## src/rtl/riscv_ctrl_pkg.sv

```systemverilog
`default_nettype none
// ============================================================================
// Module      : riscv_ctrl_pkg
// Description : Shared state, opcode, ALU and mux-select encodings for the
//               multicycle RISC-V controller.
// Revision    : 1.0 - initial release
// ============================================================================
package riscv_ctrl_pkg;

    typedef enum logic [3:0] {
        S_FETCH    = 4'd0,
        S_DECODE   = 4'd1,
        S_MEMADR   = 4'd2,
        S_MEMREAD  = 4'd3,
        S_MEMWB    = 4'd4,
        S_MEMWRITE = 4'd5,
        S_EXECR    = 4'd6,
        S_EXECI    = 4'd7,
        S_ALUWB    = 4'd8,
        S_BRANCH   = 4'd9,
        S_JAL      = 4'd10,
        S_JALR1    = 4'd11,
        S_JALR2    = 4'd12,
        S_LUI      = 4'd13
    } state_t;

    localparam logic [6:0] c_OP_LOAD   = 7'b0000011;
    localparam logic [6:0] c_OP_STORE  = 7'b0100011;
    localparam logic [6:0] c_OP_RTYPE  = 7'b0110011;
    localparam logic [6:0] c_OP_ITYPE  = 7'b0010011;
    localparam logic [6:0] c_OP_BRANCH = 7'b1100011;
    localparam logic [6:0] c_OP_JAL    = 7'b1101111;
    localparam logic [6:0] c_OP_JALR   = 7'b1100111;
    localparam logic [6:0] c_OP_LUI    = 7'b0110111;

    localparam logic [2:0] c_ALU_ADD  = 3'b000;
    localparam logic [2:0] c_ALU_SUB  = 3'b001;
    localparam logic [2:0] c_ALU_AND  = 3'b010;
    localparam logic [2:0] c_ALU_OR   = 3'b011;
    localparam logic [2:0] c_ALU_XOR  = 3'b100;
    localparam logic [2:0] c_ALU_SLT  = 3'b101;
    localparam logic [2:0] c_ALU_SLTU = 3'b110;

    localparam logic [2:0] c_IMM_I = 3'b000;
    localparam logic [2:0] c_IMM_S = 3'b001;
    localparam logic [2:0] c_IMM_B = 3'b010;
    localparam logic [2:0] c_IMM_J = 3'b011;
    localparam logic [2:0] c_IMM_U = 3'b100;

    localparam logic [1:0] c_SRCA_PC    = 2'b00;
    localparam logic [1:0] c_SRCA_OLDPC = 2'b01;
    localparam logic [1:0] c_SRCA_RS1   = 2'b10;

    localparam logic [1:0] c_SRCB_RS2  = 2'b00;
    localparam logic [1:0] c_SRCB_IMM  = 2'b01;
    localparam logic [1:0] c_SRCB_FOUR = 2'b10;

    localparam logic [1:0] c_RES_ALUOUT = 2'b00;
    localparam logic [1:0] c_RES_MEM    = 2'b01;
    localparam logic [1:0] c_RES_ALU    = 2'b10;
    localparam logic [1:0] c_RES_IMM    = 2'b11;

    // Branch condition from the SUB flags: beq, bne, blt, bge; others never taken.
    function automatic logic branch_taken(input logic [2:0] func3,
                                          input logic       zero,
                                          input logic       sign);
        case (func3)
            3'b000:  return zero;
            3'b001:  return !zero;
            3'b100:  return sign;
            3'b101:  return !sign;
            default: return 1'b0;
        endcase
    endfunction

endpackage
`default_nettype wire

```

## src/rtl/riscv_multicycle_controller_alu_decoder.sv

```systemverilog
`default_nettype none
// ============================================================================
// Module      : riscv_alu_decoder
// Description : Combinational func3/func7 to ALU_function mapping.
// Revision    : 1.0 - initial release
// ============================================================================
module riscv_alu_decoder
    import riscv_ctrl_pkg::*;
(
    input  logic [2:0] func3,
    input  logic       func7_b5,
    input  logic       is_rtype,
    output logic [2:0] alu_function
);

    always_comb begin
        alu_function = c_ALU_ADD;
        case (func3)
            // func7[5] is immediate data for I-type, so SUB only applies to R-type
            3'b000:  alu_function = (is_rtype && func7_b5) ? c_ALU_SUB : c_ALU_ADD;
            3'b111:  alu_function = c_ALU_AND;
            3'b110:  alu_function = c_ALU_OR;
            3'b100:  alu_function = c_ALU_XOR;
            3'b010:  alu_function = c_ALU_SLT;
            3'b011:  alu_function = c_ALU_SLTU;
            default: alu_function = c_ALU_ADD;
        endcase
    end

endmodule
`default_nettype wire

```

## src/rtl/riscv_multicycle_controller.sv

```systemverilog
`default_nettype none
// ============================================================================
// Module      : riscv_multicycle_controller
// Description : Moore FSM sequencing fetch/decode/execute for a multicycle
//               RV32I subset datapath.
// Revision    : 1.0 - initial release
// ============================================================================
module riscv_multicycle_controller
    import riscv_ctrl_pkg::*;
(
    input  logic       clk,
    input  logic       rst,
    input  logic [6:0] op,
    input  logic [2:0] func3,
    input  logic [6:0] func7,
    input  logic       zero,
    input  logic       SIGN,
    output logic       PCWrite,
    output logic       IRWrite,
    output logic       adrSrc,
    output logic       memWrite,
    output logic       regWrite,
    output logic [1:0] ALUSrcA,
    output logic [1:0] ALUSrcB,
    output logic [1:0] resultSrc,
    output logic [2:0] immSrc,
    output logic [2:0] ALU_function,
    output logic       instr_done
);

    state_t     r_state;
    state_t     w_next;
    logic [2:0] w_dec_function;
    logic       w_unused_func7;

    assign w_unused_func7 = ^{func7[6], func7[4:0]};

    riscv_alu_decoder u_alu_decoder (
        .func3        (func3),
        .func7_b5     (func7[5]),
        .is_rtype     (r_state == S_EXECR),
        .alu_function (w_dec_function)
    );

    always_ff @(posedge clk) begin
        if (rst) begin
            r_state <= S_FETCH;
        end else begin
            r_state <= w_next;
        end
    end

    always_comb begin
        w_next = S_FETCH;
        case (r_state)
            S_FETCH:  w_next = S_DECODE;
            S_DECODE: begin
                case (op)
                    c_OP_LOAD, c_OP_STORE: w_next = S_MEMADR;
                    c_OP_RTYPE:            w_next = S_EXECR;
                    c_OP_ITYPE:            w_next = S_EXECI;
                    c_OP_BRANCH:           w_next = S_BRANCH;
                    c_OP_JAL:              w_next = S_JAL;
                    c_OP_JALR:             w_next = S_JALR1;
                    c_OP_LUI:              w_next = S_LUI;
                    default:               w_next = S_FETCH;
                endcase
            end
            S_MEMADR: w_next = (op == c_OP_STORE) ? S_MEMWRITE : S_MEMREAD;
            S_MEMREAD: w_next = S_MEMWB;
            S_EXECR, S_EXECI, S_JAL, S_JALR2: w_next = S_ALUWB;
            S_JALR1:  w_next = S_JALR2;
            default:  w_next = S_FETCH;
        endcase
    end

    always_comb begin
        PCWrite      = 1'b0;
        IRWrite      = 1'b0;
        adrSrc       = 1'b0;
        memWrite     = 1'b0;
        regWrite     = 1'b0;
        ALUSrcA      = c_SRCA_PC;
        ALUSrcB      = c_SRCB_RS2;
        resultSrc    = c_RES_ALUOUT;
        immSrc       = c_IMM_I;
        ALU_function = c_ALU_ADD;
        instr_done   = 1'b0;
        case (r_state)
            S_FETCH: begin
                IRWrite   = 1'b1;
                ALUSrcB   = c_SRCB_FOUR;
                resultSrc = c_RES_ALU;
                PCWrite   = 1'b1;
            end
            S_DECODE: begin
                // Precompute the PC-relative target into ALUOut for branch/JAL
                ALUSrcA = c_SRCA_OLDPC;
                ALUSrcB = c_SRCB_IMM;
                immSrc  = (op == c_OP_JAL) ? c_IMM_J : c_IMM_B;
                instr_done = !(op == c_OP_LOAD   || op == c_OP_STORE ||
                               op == c_OP_RTYPE  || op == c_OP_ITYPE ||
                               op == c_OP_BRANCH || op == c_OP_JAL   ||
                               op == c_OP_JALR   || op == c_OP_LUI);
            end
            S_MEMADR: begin
                ALUSrcA = c_SRCA_RS1;
                ALUSrcB = c_SRCB_IMM;
                immSrc  = (op == c_OP_STORE) ? c_IMM_S : c_IMM_I;
            end
            S_MEMREAD: adrSrc = 1'b1;
            S_MEMWB: begin
                resultSrc  = c_RES_MEM;
                regWrite   = 1'b1;
                instr_done = 1'b1;
            end
            S_MEMWRITE: begin
                adrSrc     = 1'b1;
                memWrite   = 1'b1;
                instr_done = 1'b1;
            end
            S_EXECR: begin
                ALUSrcA      = c_SRCA_RS1;
                ALUSrcB      = c_SRCB_RS2;
                ALU_function = w_dec_function;
            end
            S_EXECI: begin
                ALUSrcA      = c_SRCA_RS1;
                ALUSrcB      = c_SRCB_IMM;
                ALU_function = w_dec_function;
            end
            S_ALUWB: begin
                resultSrc  = c_RES_ALUOUT;
                regWrite   = 1'b1;
                instr_done = 1'b1;
            end
            S_BRANCH: begin
                ALUSrcA      = c_SRCA_RS1;
                ALUSrcB      = c_SRCB_RS2;
                ALU_function = c_ALU_SUB;
                immSrc       = c_IMM_B;
                PCWrite      = branch_taken(func3, zero, SIGN);
                instr_done   = 1'b1;
            end
            S_JAL, S_JALR2: begin
                // PC <- ALUOut (target) while the ALU forms the link value oldPC+4
                PCWrite = 1'b1;
                ALUSrcA = c_SRCA_OLDPC;
                ALUSrcB = c_SRCB_FOUR;
                immSrc  = (r_state == S_JAL) ? c_IMM_J : c_IMM_I;
            end
            S_JALR1: begin
                ALUSrcA = c_SRCA_RS1;
                ALUSrcB = c_SRCB_IMM;
            end
            S_LUI: begin
                immSrc     = c_IMM_U;
                resultSrc  = c_RES_IMM;
                regWrite   = 1'b1;
                instr_done = 1'b1;
            end
            default: ;
        endcase
        if (rst) begin
            PCWrite    = 1'b0;
            IRWrite    = 1'b0;
            regWrite   = 1'b0;
            memWrite   = 1'b0;
            instr_done = 1'b0;
        end
    end

endmodule
`default_nettype wire
```

## config.mk

```make
export PLATFORM = sky130hd
export DESIGN_NAME = riscv_multicycle_controller
export DESIGN_NICKNAME = d
export VERILOG_FILES = /design/src/rtl/riscv_ctrl_pkg.sv /design/src/rtl/riscv_multicycle_controller_alu_decoder.sv /design/src/rtl/riscv_multicycle_controller.sv
export SDC_FILE = /design/constraint.sdc
export NUM_CORES = 1
export LEC_CHECK = 0
export ABC_CLOCK_PERIOD_IN_PS = 3000
export CAP_MARGIN = 30
export CORE_MARGIN = 1.5
export CORE_UTILIZATION = 40
export DETAILED_ROUTE_END_ITERATION = 12
export GPL_ROUTABILITY_DRIVEN = 0
export PLACE_DENSITY = 0.85
export SYNTH_ARGS = -nofsm -noshare
export SYNTH_HDL_FRONTEND = slang
export SYNTH_SLANG_ARGS = --single-unit
export TNS_END_PERCENT = 5
```

## constraint.sdc

```tcl
create_clock -name clk -period 3 [get_ports clk]
set_clock_uncertainty 0.1 [all_clocks]
set_input_delay 0.6 -clock clk [delete_from_list [all_inputs] [get_ports clk]]
set_output_delay 0.6 -clock clk [all_outputs]
set_load 0.01 [all_outputs]
```

==> impl_results.md <==
- Final count of hold timing violations: 0
- Critical path launch point: op[3]
- Synth Area in XOR/XNOR: ~4.0%
- Share of final-layout standard cells stronger than drive strength 1: 18.5%
- Power density over the cells: 199 nW/um^2
- Via-per-instance ratio: 5.57
- Slew of the pin with the lowest slew margin: 0.292 ns
- Required time at the worst-slack endpoint: 2.30 ns
- Cells on worst reg2reg path: 6
- Post-DP HPWL: 1590 microns
- Post-Place Worst Slack: -0.284 ns
- DIE HEIGHT: 43.7 microns
- Wire length of the first global-routing pass: roughly 3000 microns
- Detail Route Antenna Nets: 0
- Fillers: 125
- Number of cells in the finished layout apart from fillers: 162
- Ys Warns: 0
- Antenna Diode Count: 0
- Gr usage total: 20.3%
- Leakage: 0.454 nW
- Internal Dissipation: 0.000160 W
- Clk network pwr share: 27.6%
- Iteration-0 DRC Markers: 15
- Number of enable flip-flop cells after synthesis: 0
- CTS Hold Buffers Added: 0
- Clock tree from TritonCTS: built
- Flip-flop count of the largest register, all copies and words added: 4
- Reg2reg start: r_state[0]
- FFs w/ async S/R, synth: 0%
- Register area: 80.1 sq um
- Adder-cell share of the synthesized area: 0%
- Count of port buffers added during placement: 32
- Prevailing post-synth register cell: sky130_fd_sc_hd__dfxtp_1
- Sequential element share of the synthesized area: about an eighth
- Net count, final: 169
- Number of global-route vias before repair: 790
- Worst min path class: reg -> reg
- Area fraction in compound gates after synthesis: 24.4%
- Final global-route overflow total: 0
- Sequential Power Share: 25.4%
- Number of instances in the synthesized netlist: 99
- Post-route cell area: 1120 sq um
- Largest family of logic cells by synthesized area: simple AND/OR/NAND/NOR gates
- Simple-gate area share of the yosys netlist: 49.7%
- Synth-to-layout area growth: 69.8%
- Cell at the root of the clock tree: sky130_fd_sc_hd__clkbuf_4
- Number of placed cells counting well taps: 159
- Area of the multi-input gates: approximately 540 sq um
- Top flop regs: r_state (4)
- First-pass detailed-route iteration total: 4
- Die X: 43.7 microns
- Routed Wire Length: 1930 microns
- Total net switching power: between 0.00006 and 0.00007 W
- Cell accounting for the most synthesized area: sky130_fd_sc_hd__dfxtp_1
- Outcome: complete, no violations
- Worst slew margin relative to its limit: roughly 80%
- Register-to-register setup slack: ~1.5 ns
- Reg clk slew, reported paths: 0.03 ns
- Boundary pin count: 39
- Total Die Area: 1910 sq um
- Critical R2R Capture: r_state[2]
- Setup violation total in the final timing report: 0
- Portion of synthesized cell area occupied by the leading cell type: 12.1%
- Utilization after layout: 73.7%
- Average instance area after synthesis: 6.69 sq um
- Maximum net fanout on the critical path: 2
- Critical path type: in -> out
- Maximum number of pins on one net before global-route repair: 15
- FMAX: 348 MHz
- DR vias: 902
- Post CTS Setup Buffer Count: 0
- Overall power after layout: between 0.0002 and 0.00025 W
- Initial core utilization: around 43%
- Number of distinct standard cells referenced by the synthesized netlist: 42
- Type of element capturing the critical path: output pin
- Number of clock sinks: 4
- Post-DP Area: around 1100 sq um
- Final WS setup: between 0.1 and 0.15 ns
- Tcrit/Tclk final: a little over nine tenths
- Number of max-slew violations in the final report: 0
- Number of design rule violations left after detail routing: 0
- Multiplexer share of the synthesized area: 3.02%
- Maximum Capacitance Violations: 0
- CTS Buf Count: 3
- Largest cells by area after synthesis: sky130_fd_sc_hd__dfxtp_1 12%, sky130_fd_sc_hd__nor2_1 6.2%, sky130_fd_sc_hd__a21oi_1 5.3%, sky130_fd_sc_hd__nor3_1 4.5%, sky130_fd_sc_hd__nor3b_1 4.5%
- Worst setup endpoint: instr_done
- Number of rows created at floorplan: 14
- Clock network latency to the later pin of the worst-skew pair: 0.22 ns
- Worst IR Drop VDD: 0.184 mV
- Switching part of the total power: 28.2%
- Core Box Area: 1520 sq um
- Maximum level of the CTS H-tree: 1
- Kind of start point of the critical path: primary input
- Routed length per placed instance: 11.9 microns
- Arrival time of the worst setup path: 2.17 ns
- Proportion of power drawn by combinational gates: 46.9%
- Buffer levels on the longest clock path: 2
- Top register by number of flip-flops: r_state
- Synthesized netlist net count: 120
- Unrepaired setup endpoints after global routing: no
- Post-Synthesis Cell Area: 662 sq um
- Number of synthesized register bits: 4
- Shortest period the worst path allows: 2.87 ns
- Number of antenna violations at the first check in global routing: 0
## worst min path at each step
stage / slack (ns) / start / cells past startpoint / end
after global placement: 0.41 / r_state[0] / 1 / r_state[0]
after detailed placement: 0.42 / r_state[0] / 1 / r_state[0]
after global routing: 0.46 / r_state[0] / 1 / r_state[0]
after CTS: 0.42 / r_state[0] / 1 / r_state[0]
final: 0.42 / r_state[0] / 1 / r_state[0]
after floorplan: 0.44 / r_state[2] / 2 / r_state[0]
## cells in the final DEF (no fill, tap or decap), types with 2 or more instances in the layout
cell type,n
sky130_fd_sc_hd__nand2b_1,3
sky130_fd_sc_hd__xor2_1,2
sky130_fd_sc_hd__clkdlybuf4s50_1,28
sky130_fd_sc_hd__nor2_1,11
sky130_fd_sc_hd__or4b_1,2
sky130_fd_sc_hd__nand2_1,6
sky130_fd_sc_hd__clkbuf_4,3
sky130_fd_sc_hd__dfxtp_1,4
sky130_fd_sc_hd__mux2i_1,2
sky130_fd_sc_hd__clkbuf_2,2
sky130_fd_sc_hd__o21ai_1,3
sky130_fd_sc_hd__inv_1,3
sky130_fd_sc_hd__buf_4,18
sky130_fd_sc_hd__nand3b_1,3
sky130_fd_sc_hd__a32oi_1,2
sky130_fd_sc_hd__nor4_1,2
sky130_fd_sc_hd__a211oi_1,2
sky130_fd_sc_hd__dlygate4sd2_1,2
sky130_fd_sc_hd__a21oi_1,7
sky130_fd_sc_hd__nor2b_1,4
sky130_fd_sc_hd__nand3_1,4
sky130_fd_sc_hd__o21ai_0,2
sky130_fd_sc_hd__nor3_1,6
sky130_fd_sc_hd__a21o_1,3
sky130_fd_sc_hd__nor3b_1,4
## cell families (layout without fill, tap and decap cells)
group / after synthesis / in the layout
AOI/OAI and AO/OA: 25 / 25
xor gates and xnor gates: 3 / 3
buffers and inverters: 10 / 57
muxes: 2 / 2
and+or+nand+nor: 55 / 55
DFF: 4 / 4
## per-layer routing
metal  GRT usage, %  part of all wire, %  vias to the layer above
met1           20.5                   42                      413
met3           2.92                  3.8                        0
met4           3.03                    0                        0
li1               -                    -                      466
met5              0                    0                        -
met2           42.6                   54                       23
## power groups by stage
stage	Combinational, W	Clock (W)	Sequential (W)
after global routing	0.000114	0.0000674	0.0000569
final	0.000105	0.0000616	0.0000568
after floorplan	0.0000427	0	0.0000566
after detailed placement	0.000106	0	0.0000575
after global placement	0.000103	0	0.0000575
after CTS	0.000105	0.0000641	0.0000567
## synthesized netlist by cell type (all sizes together) (2+ instances only)
master / number
a32oi: 2
a21o: 3
nand2: 6
nand2b: 3
or4b: 2
nand3b: 3
inv: 4
nor3: 6
dfxtp: 4
mux2i: 2
nor2: 12
nor2b: 5
xor2: 2
a21oi: 7
a211oi: 2
nand3: 4
buf: 5
nor4: 2
nor3b: 4
o21ai: 5
## critical path, stage by stage
cell                              delay, ns
sky130_fd_sc_hd__clkdlybuf4s50_1       0.47
sky130_fd_sc_hd__and3b_1               0.19
sky130_fd_sc_hd__nor3b_1               0.15
sky130_fd_sc_hd__or4b_1                0.50
sky130_fd_sc_hd__o41ai_1               0.08
sky130_fd_sc_hd__clkbuf_2              0.19
## stage by stage
step | setup TNS (ns) | hold slack [ns]
final | 0 | 0.424
after global routing | 0 | 0.461
after global placement | -0.609 | 0.415
after CTS | 0 | 0.419
after detailed placement | -0.661 | 0.416
after floorplan | 0 | 0.440
## repair_timing
item                                    4_1_cts  5_1_grt
cloned                                        0        0
gates resized for setup                       5        5
endpoints found under the setup margin        4        2
## final cells by class
type                            instances  share of cell area, %
Inverter                                4                   1.34
Sequential cell                         4                   7.13
Multi-Input combinational cell         85                   48.3
Clock buffer                            3                   2.00
Timing Repair Buffer                   50                   39.4
Tap cell                               16                   1.78
No activity file was read; power rests on OpenSTA's default activity.
